## src/rtl/mac_requant.sv

```systemverilog
// Accumulates signed 48-bit MAC beats per group, then bias + round + shift + ReLU + int8 saturate,
// with results queued in a small output FIFO under valid/ready backpressure.
module mac_requant #(
  parameter int OUT_DEPTH = 4,
  parameter int SAT_CNT_W = 16
) (
  input  logic                 CLK,
  input  logic                 RST_N,
  input  logic [47:0]          IN_P,
  input  logic                 IN_VALID,
  input  logic                 IN_LAST,
  output logic                 IN_READY,
  input  logic [31:0]          BIAS,
  input  logic [5:0]           SHIFT,
  input  logic                 RELU_EN,
  output logic [7:0]           OUT_Q,
  output logic                 OUT_VALID,
  input  logic                 OUT_READY,
  output logic [SAT_CNT_W-1:0] SAT_CNT,
  input  logic                 CLR_STATS
);
  localparam int AW = $clog2(OUT_DEPTH);
  localparam int CW = AW + 1;

  // accumulator and S1 stage
  logic [47:0] acc_q, acc_d, acc_sum;
  logic        first_q, first_d;
  logic        s1_vld_q, s1_vld_d;
  logic [47:0] s1_sum_q, s1_sum_d;
  logic [5:0]  s1_shift_q, s1_shift_d;
  logic        s1_relu_q, s1_relu_d;
  logic        in_acc;

  // S2 (combinational off S1) and FIFO
  logic        [48:0] sum49, rnd, rsum;
  logic signed [48:0] r, r_c;
  logic        [7:0]  q8;
  logic               sat_hit;

  logic [OUT_DEPTH-1:0][7:0] mem_q, mem_d;
  logic [AW-1:0]             wr_ptr_q, wr_ptr_d, rd_ptr_q, rd_ptr_d;
  logic [CW-1:0]             cnt_q, cnt_d;
  logic                      wr_en, rd_en;
  logic [SAT_CNT_W-1:0]      sat_q, sat_d;

  // S1 occupancy is reserved against FIFO space so a result never stalls in the pipe
  assign IN_READY = (cnt_q + CW'(s1_vld_q)) < CW'(OUT_DEPTH);
  assign in_acc   = IN_VALID && IN_READY;
  assign acc_sum  = first_q ? IN_P : acc_q + IN_P;

  always_comb begin
    acc_d      = acc_q;
    first_d    = first_q;
    s1_vld_d   = 1'b0;
    s1_sum_d   = s1_sum_q;
    s1_shift_d = s1_shift_q;
    s1_relu_d  = s1_relu_q;
    if (in_acc) begin
      acc_d   = acc_sum;
      first_d = IN_LAST;
      if (IN_LAST) begin
        s1_vld_d   = 1'b1;
        s1_sum_d   = acc_sum + {{16{BIAS[31]}}, BIAS};
        s1_shift_d = (SHIFT > 6'd47) ? 6'd47 : SHIFT;
        s1_relu_d  = RELU_EN;
      end
    end
  end

  // 49-bit rounding path: adding the half-LSB can never overflow
  always_comb begin
    sum49   = {s1_sum_q[47], s1_sum_q};
    rnd     = (s1_shift_q != 6'd0) ? (49'd1 << (s1_shift_q - 6'd1)) : 49'd0;
    rsum    = sum49 + rnd;
    r       = $signed(rsum) >>> s1_shift_q;
    r_c     = (s1_relu_q && r[48]) ? 49'sd0 : r;
    sat_hit = 1'b0;
    q8      = r_c[7:0];
    if (r_c > 49'sd127) begin
      q8      = 8'h7f;
      sat_hit = 1'b1;
    end else if (r_c < -49'sd128) begin
      q8      = 8'h80;
      sat_hit = 1'b1;
    end
  end

  assign wr_en     = s1_vld_q;
  assign OUT_VALID = (cnt_q != '0);
  assign rd_en     = OUT_VALID && OUT_READY;
  assign OUT_Q     = OUT_VALID ? mem_q[rd_ptr_q] : 8'h00;
  assign SAT_CNT   = sat_q;

  always_comb begin
    mem_d    = mem_q;
    wr_ptr_d = wr_ptr_q;
    rd_ptr_d = rd_ptr_q;
    if (wr_en) begin
      mem_d[wr_ptr_q] = q8;
      wr_ptr_d        = wr_ptr_q + AW'(1);
    end
    if (rd_en) rd_ptr_d = rd_ptr_q + AW'(1);
    cnt_d = cnt_q + CW'(wr_en) - CW'(rd_en);
  end

  // clear has priority over a same-cycle saturation event
  always_comb begin
    sat_d = sat_q;
    if (CLR_STATS)                          sat_d = '0;
    else if (s1_vld_q && sat_hit && ~&sat_q) sat_d = sat_q + SAT_CNT_W'(1);
  end

  always_ff @(posedge CLK or negedge RST_N) begin
    if (!RST_N) begin
      acc_q      <= '0;
      first_q    <= 1'b1;
      s1_vld_q   <= 1'b0;
      s1_sum_q   <= '0;
      s1_shift_q <= '0;
      s1_relu_q  <= 1'b0;
      mem_q      <= '0;
      wr_ptr_q   <= '0;
      rd_ptr_q   <= '0;
      cnt_q      <= '0;
      sat_q      <= '0;
    end else begin
      acc_q      <= acc_d;
      first_q    <= first_d;
      s1_vld_q   <= s1_vld_d;
      s1_sum_q   <= s1_sum_d;
      s1_shift_q <= s1_shift_d;
      s1_relu_q  <= s1_relu_d;
      mem_q      <= mem_d;
      wr_ptr_q   <= wr_ptr_d;
      rd_ptr_q   <= rd_ptr_d;
      cnt_q      <= cnt_d;
      sat_q      <= sat_d;
    end
  end
endmodule

```

## config.mk

```make
export PLATFORM = sky130hd
export DESIGN_NAME = mac_requant
export DESIGN_NICKNAME = d
export VERILOG_FILES = /design/src/rtl/mac_requant.sv
export SDC_FILE = /design/constraint.sdc
export NUM_CORES = 1
export LEC_CHECK = 0
export ABC_AREA = 1
export BUFFER_PORTS_ARGS = -buffer_cell sky130_fd_sc_hd__buf_2
export CAP_MARGIN = 5
export CORE_MARGIN = 8
export CORE_UTILIZATION = 55
export CTS_CLUSTER_SIZE = 30
export DETAILED_ROUTE_END_ITERATION = 8
export GPL_ROUTABILITY_DRIVEN = 0
export HOLD_SLACK_MARGIN = 0.08
export MAX_ROUTING_LAYER = met4
export PLACE_DENSITY_LB_ADDON = 0.08
export SETUP_SLACK_MARGIN = 0.1
export SKIP_CTS_REPAIR_TIMING = 1
export SYNTH_ARGS = -nofsm -noshare
export SYNTH_HDL_FRONTEND = slang
export SYNTH_SLANG_ARGS = --single-unit
export TNS_END_PERCENT = 5
```

## constraint.sdc

```tcl
create_clock -name CLK -period 6.8 [get_ports CLK]
set_input_delay 0.34 -clock CLK [delete_from_list [all_inputs] [get_ports CLK]]
set_output_delay 0.34 -clock CLK [all_outputs]
set_load 0.005 [all_outputs]
```

==> flow_summary.json, run 1 <==
{
  "power.density_nw_per_um2": 539,
  "critPathKind": "flip-flop to flip-flop",
  "routed_wl_um": 70800,
  "numCtsBuffers": 17,
  "utilization_pct": 59.7,
  "fin_cells": 4168,
  "num_vias": 24303,
  "design_area_sq_um": 22400,
  "start_util_pct": 55.6,
  "drt-wirelength-per-cell_um": 17.0,
  "post_drt_via_cell_ratio": 5.83,
  "ios": 119,
  "antenna_violating_nets_post_route": 0,
  "syn_avg_cell_area_sq_um": 5.79,
  "total_power_mw": 12.1,
  "dr.pass1.iters": 6,
  "rows": 71,
  "fin_skew_ns": 0.00953,
  "numPortBuffers": 118,
  "worstHoldPathType": "input port to flip-flop",
  "synth-async-reset-ratio_pct": 100,
  "grt_remaining_overflow": 0,
  "yosys_most_used_dff": "dfrtp_1",
  "synth_fp_nets": 3843,
  "dpl-instance-area_sq_um": 21800,
  "power_leakage_nw": 12.1,
  "setup_tns_ns": 0,
  "drive_gt1_share_pct": 7.71,
  "fill_cells": 3828,
  "grt_pass1_wl_um": 114000,
  "grt_use_total_pct": 32.3,
  "r2r_slack_ns": 0.79,
  "critPathCaptureType": "flip-flop",
  "synthDistinctLibCells": 58,
  "arrival_ns": 6.39,
  "cts_root_buffer": "clkbuf_16",
  "status": "finished, final reports clean",
  "final.min_clock_period_ns": 6.01,
  "dr.first_iter.drc_count": 2756,
  "ys_ff_latch": 160,
  "rsz0062_at_grt": "no",
  "dp_cells": 4134,
  "yosysWarnings": 0,
  "htree_levels": 4,
  "drv_cap": 0,
  "cp_slowest_stage_delay_ns": 0.39,
  "cts_tree": "done",
  "worstMarginPinSlew_ns": 1.14,
  "ir_worst_vdd_v": 0.000268,
  "synthesis.instances": 3596,
  "cts_sinks": 160,
  "ys_seq_area_share_pct": 19.2,
  "synth_area_leaders": "dfrtp_1 19%, nand2_1 19%, nand3_1 13%, ha_1 9.1%, inv_1 8.6%",
  "die_y_um": 211,
  "holdPathStages": 3,
  "syn_area_sq_um": 20800,
  "synth_edf_count": 0,
  "setup_slack_ns": 0.787,
  "clk_pin_slew_worst_paths_ns": 0.07,
  "drc": 0,
  "cpMostUsedCell": "nand2_1",
  "antenna_found_initial": 1,
  "synth_area_leader_cell": "dfrtp_1",
  "cp_slowest_cell": "dfrtp_1",
  "crit_required_ns": 7.17,
  "cts.path.max_buffers": 2,
  "clkLatencyLatePin_ns": 0.44,
  "core_sq_um": 37500,
  "layout.nets": 3890,
  "hold_violations": 0,
  "setup_viol": 0,
  "fmax_mhz": 166,
  "rr_worst_depth": 42,
  "die_w_um": 211,
  "holdWs_ns": 0.140,
  "slew_violations": 0,
  "place_ws_ns": 0.863,
  "fin_crit_sh_pct": 88.4,
  "area_delta_synth_final_pct": 7.48,
  "synth_top_area_share_pct": 19.1,
  "slew_headroom_pct": 23.5,
  "die_area_sq_um": 44400,
  "dp_hpwl_um": 57300,
  "grt_max_degree": 93,
  "worstPathMaxFanout": 23,
  "grt_pass1_vias": 22649,
  "worst_setup_path_start_kind": "flip-flop"
}
layer usage:
metal,vias up,part of all wire [%],global-route usage [%]
met2,1186,45,50.7
met4,0,5.4,16.3
li1,11858,-,-
met5,-,0,-
met3,241,8.1,3.84
met1,11018,42,40.8
worst max-delay path: cells and delay by family, from the launching register on:
family	cells	cell delay [ns]
and+or+nand+nor	34	4.35
buffers and inverters	6	0.66
DFF	1	0.39
adders and majority gates	1	0.38
AOI/OAI and AO/OA	1	0.18
report_power, final:
part | switching, mW | internal, mW | total, mW | leakage (nW)
Sequential | 0.330 | 1.37 | 1.70 | 1.98
Combinational | 6.34 | 3.05 | 9.39 | 9.78
Clock | 0.437 | 0.539 | 0.976 | 0.293
Total | 7.10 | 4.96 | 12.1 | 12.1
synthesized netlist by cell type (2+ instances only):
cell	number
a211oi_1	2
a21boi_0	6
a21o_1	7
a21oi_1	203
a31o_2	2
a31oi_1	43
and2_1	3
and3_1	2
buf_1	27
buf_2	15
clkbuf_1	68
clkinv_1	3
dfrtp_1	159
fa_1	3
ha_1	151
inv_1	475
inv_2	16
nand2_1	1039
nand2_2	11
nand2_4	3
nand3_1	523
nand3_2	9
nand3b_1	3
nand4_1	57
nor2_1	312
nor2_2	15
nor2_4	2
nor3_1	29
nor4_1	8
o211ai_1	15
o21a_1	12
o21ai_0	218
o21ai_4	2
o21bai_1	12
o221ai_1	3
o31ai_1	2
or2_1	2
or2_2	37
xnor2_1	37
xor2_1	42
registers in the layout, summed over array words and instances (netlist names):
signal	cells
s1_relu_q	1
acc_q	48
first_q	1
mem_q	32
SAT_CNT	16
cnt_q	3
rd_ptr_q	2
s1_sum_q	48
s1_vld_q	1
s1_shift_q	6
wr_ptr_q	2
layout by cell type, fill, tap and decap left out, types with 5 or more instances in the layout:
master,n
buf_2,117
nand3_2,8
o21ai_0,218
a21o_1,7
inv_2,17
nand4_1,57
buf_4,22
or2_2,37
xnor2_1,37
o211ai_1,15
a31oi_1,43
clkbuf_16,17
o21a_1,12
nor4_1,8
inv_6,5
a21oi_1,203
nand2_1,1037
nor2_1,311
inv_8,5
dfrtp_1,158
nor3_1,29
xor2_1,42
nand2_2,13
o21bai_1,12
inv_1,474
a21boi_0,6
ha_1,151
nor2_2,16
nand3_1,523
cells by family (layout without fill, tap and decap cells):
family / Yosys count / in the layout / synth area share, %
AO/OA/AOI/OAI: 534 / 534 / 14.1
XOR/XNOR: 79 / 79 / 3.32
adder cells (fa/ha/maj): 154 / 154 / 9.36
buffers and inverters: 609 / 669 / 11.2
flip-flops: 160 / 160 / 19.2
other: 0 / 1 / 0
AND/OR/NAND/NOR: 2060 / 2060 / 42.8
layout make-up:
class / count / area (sq um) / area share, %
Inverter: 496 / 1870 / 8.36
Clock inverter: 13 / 140 / 0.626
Clock buffer: 19 / 453 / 2.02
Timing Repair Buffer: 141 / 772 / 3.45
Antenna cell: 1 / 2.50 / 0.0112
Sequential cell: 160 / 4010 / 17.9
Tap cell: 511 / 639 / 2.85
Multi-Input combinational cell: 2827 / 14500 / 64.8
worst paths after layout:
| kind | start | endpoint |
|---|---|---|
| worst max-delay path | s1_shift_q[0] | SAT_CNT[4] |
| worst min-delay path | RELU_EN | s1_relu_q |
| worst max register to register | s1_shift_q[0] | SAT_CNT[4] |
| worst min register to register | acc_q[45] | acc_q[45] |
| max in group asynchronous | RST_N | mem_q[7] |
| min in group asynchronous | RST_N | acc_q[16] |
No activity file was read; power rests on OpenSTA's default activity.
==> inputs of run 2 (changes only) <==
--- a/config.mk
+++ b/config.mk
@@ -15,7 +15,7 @@
 export GPL_ROUTABILITY_DRIVEN = 0
 export HOLD_SLACK_MARGIN = 0.08
 export MAX_ROUTING_LAYER = met4
-export PLACE_DENSITY_LB_ADDON = 0.08
+export PLACE_DENSITY = 0.85
 export SETUP_SLACK_MARGIN = 0.1
 export SKIP_CTS_REPAIR_TIMING = 1
 export SYNTH_ARGS = -nofsm -noshare
==> run 2 against run 1 <==
Net effect:
- utilization is 0.14 points lower
- global-route usage fell by 0.86 points
- clock power decreased by 4.8%
- register-to-register slack worse by 0.14 ns
- flip-flop and latch count did not move
- sequential share of layout area hardly changed
- wire length decreased by 2.4%
- total power fell by 0.24%
==> flow_summary.json, run 2 (synthesis results as in run 1) <==
{
  "status": "finished, final reports clean",
  "top_regs": "acc_q x48, s1_sum_q x48, mem_q x32",
  "fin_skew_ns": 0.0117,
  "fin_crit_sh_pct": 90.5,
  "die_area_sq_um": 44400,
  "setup_tns_ns": 0,
  "htree_levels": 4,
  "power.density_nw_per_um2": 539,
  "numCtsBuffers": 17,
  "cts.path.max_buffers": 2,
  "hold_violations": 0,
  "cts_root_buffer": "clkbuf_16",
  "dp_hpwl_um": 55000,
  "final_cell_mix": "1,036 x nand2_1, 523 x nand3_1, 474 x inv_1",
  "power_leakage_nw": 12.0,
  "clk_pin_slew_worst_paths_ns": 0.07,
  "dr.pass1.iters": 9,
  "cts_tree": "done",
  "rows": 71,
  "drt-wirelength-per-cell_um": 16.6,
  "grt_remaining_overflow": 0,
  "critPathCaptureType": "flip-flop",
  "utilization_pct": 59.6,
  "num_vias": 24363,
  "slew_violations": 0,
  "min_to": "s1_relu_q",
  "die_y_um": 211,
  "routed_wl_um": 69100,
  "worstMarginPinSlew_ns": 0.915,
  "drc": 0,
  "cpMostUsedCell": "nand2_1",
  "core_sq_um": 37500,
  "worstHoldPathType": "input port to flip-flop",
  "critPathKind": "flip-flop to flip-flop",
  "drv_cap": 0,
  "cp_slowest_stage_delay_ns": 0.38,
  "die_w_um": 211,
  "dr.first_iter.drc_count": 3176,
  "cp_slowest_cell": "dfrtp_1",
  "grt_max_degree": 88,
  "hp-start": "RELU_EN",
  "layout.nets": 3888,
  "ios": 119,
  "crit_required_ns": 7.18,
  "worst_setup_path_start_kind": "flip-flop",
  "r2r_slack_ns": 0.65,
  "grt_use_total_pct": 31.4,
  "rr_worst_depth": 38,
  "timing.rr.start": "s1_shift_q[0]",
  "rr_endpoint": "SAT_CNT[10]",
  "area_delta_synth_final_pct": 7.22,
  "numPortBuffers": 118,
  "clkLatencyLatePin_ns": 0.45,
  "ir_worst_vdd_v": 0.000264,
  "holdWs_ns": 0.109,
  "antenna_violating_nets_post_route": 0,
  "setup_slack_ns": 0.645,
  "fmax_mhz": 162,
  "worstPathMaxFanout": 17,
  "grt_pass1_wl_um": 112000,
  "start_util_pct": 55.6,
  "rsz0062_at_grt": "no",
  "drive_gt1_share_pct": 7.66,
  "setup_viol": 0,
  "holdPathStages": 3,
  "slew_headroom_pct": 39.0,
  "cts_sinks": 160,
  "layout_commonest_cell": "nand2_1",
  "antenna_found_initial": 2,
  "arrival_ns": 6.53,
  "place_ws_ns": 0.846,
  "final.min_clock_period_ns": 6.15,
  "total_power_mw": 12.0,
  "grt_pass1_vias": 22316,
  "post_drt_via_cell_ratio": 5.85
}
run 2: cell count changes in the layout (fill, tap and decap cells not counted), sizes merged:
cell | previous run | this run
bufinv | 1 | 0
diode | 1 | 2
buf | 140 | 138
inv | 502 | 498
clkinvlp | 1 | 4
clkbuf | 19 | 20
clkinv | 5 | 6
run 2: routing by layer:
layer	track usage, %	share of wire [%]	vias to the layer above	routed length (um)
li1	-	-	11857	-
met1	39.3	40	10881	27800
met2	49.8	45	1389	31000
met3	5.28	10	236	7210
met4	13.6	4.5	0	3100
met5	-	0	-	0
run 2: how the worst max path moves through the flow:
stage / from / endpoint
global route: s1_shift_q[0] / mem_q[20]
finish: s1_shift_q[0] / SAT_CNT[10]
detailed placement: s1_shift_q[0] / SAT_CNT[5]
global placement: s1_shift_q[0] / SAT_CNT[5]
CTS: s1_shift_q[0] / SAT_CNT[10]
floorplan: s1_shift_q[4] / SAT_CNT[13]
run 2: worst max-delay path: cells and delay by family (launching register included):
family | cells | cell delay, ns
buf+inv | 5 | 0.52
flops | 1 | 0.38
fa+ha+maj | 1 | 0.28
simple gates | 29 | 4.31
compound gates | 3 | 0.60
run 2: cell type report:
type	instances	area (sq um)
Fill cell	3729	15100
Sequential cell	160	4010
Timing Repair Buffer	139	757
Clock buffer	20	457
Antenna cell	2	5.00
Tap cell	511	639
Inverter	496	1870
Multi-Input combinational cell	2827	14500
Clock inverter	12	101
run 2: through the flow:
stage	instance area, sq um	instances
floorplan	20800	3596
global placement	21800	4132
detailed placement	21800	4132
CTS	22300	4164
global route	22300	4167
finish	22300	4167
run 2: power by group:
group | leakage (nW) | switching (mW) | internal (mW) | total [mW]
combinational | 9.77 | 6.36 | 3.05 | 9.40
clock | 0.263 | 0.434 | 0.495 | 0.929
sequential | 1.98 | 0.334 | 1.37 | 1.70
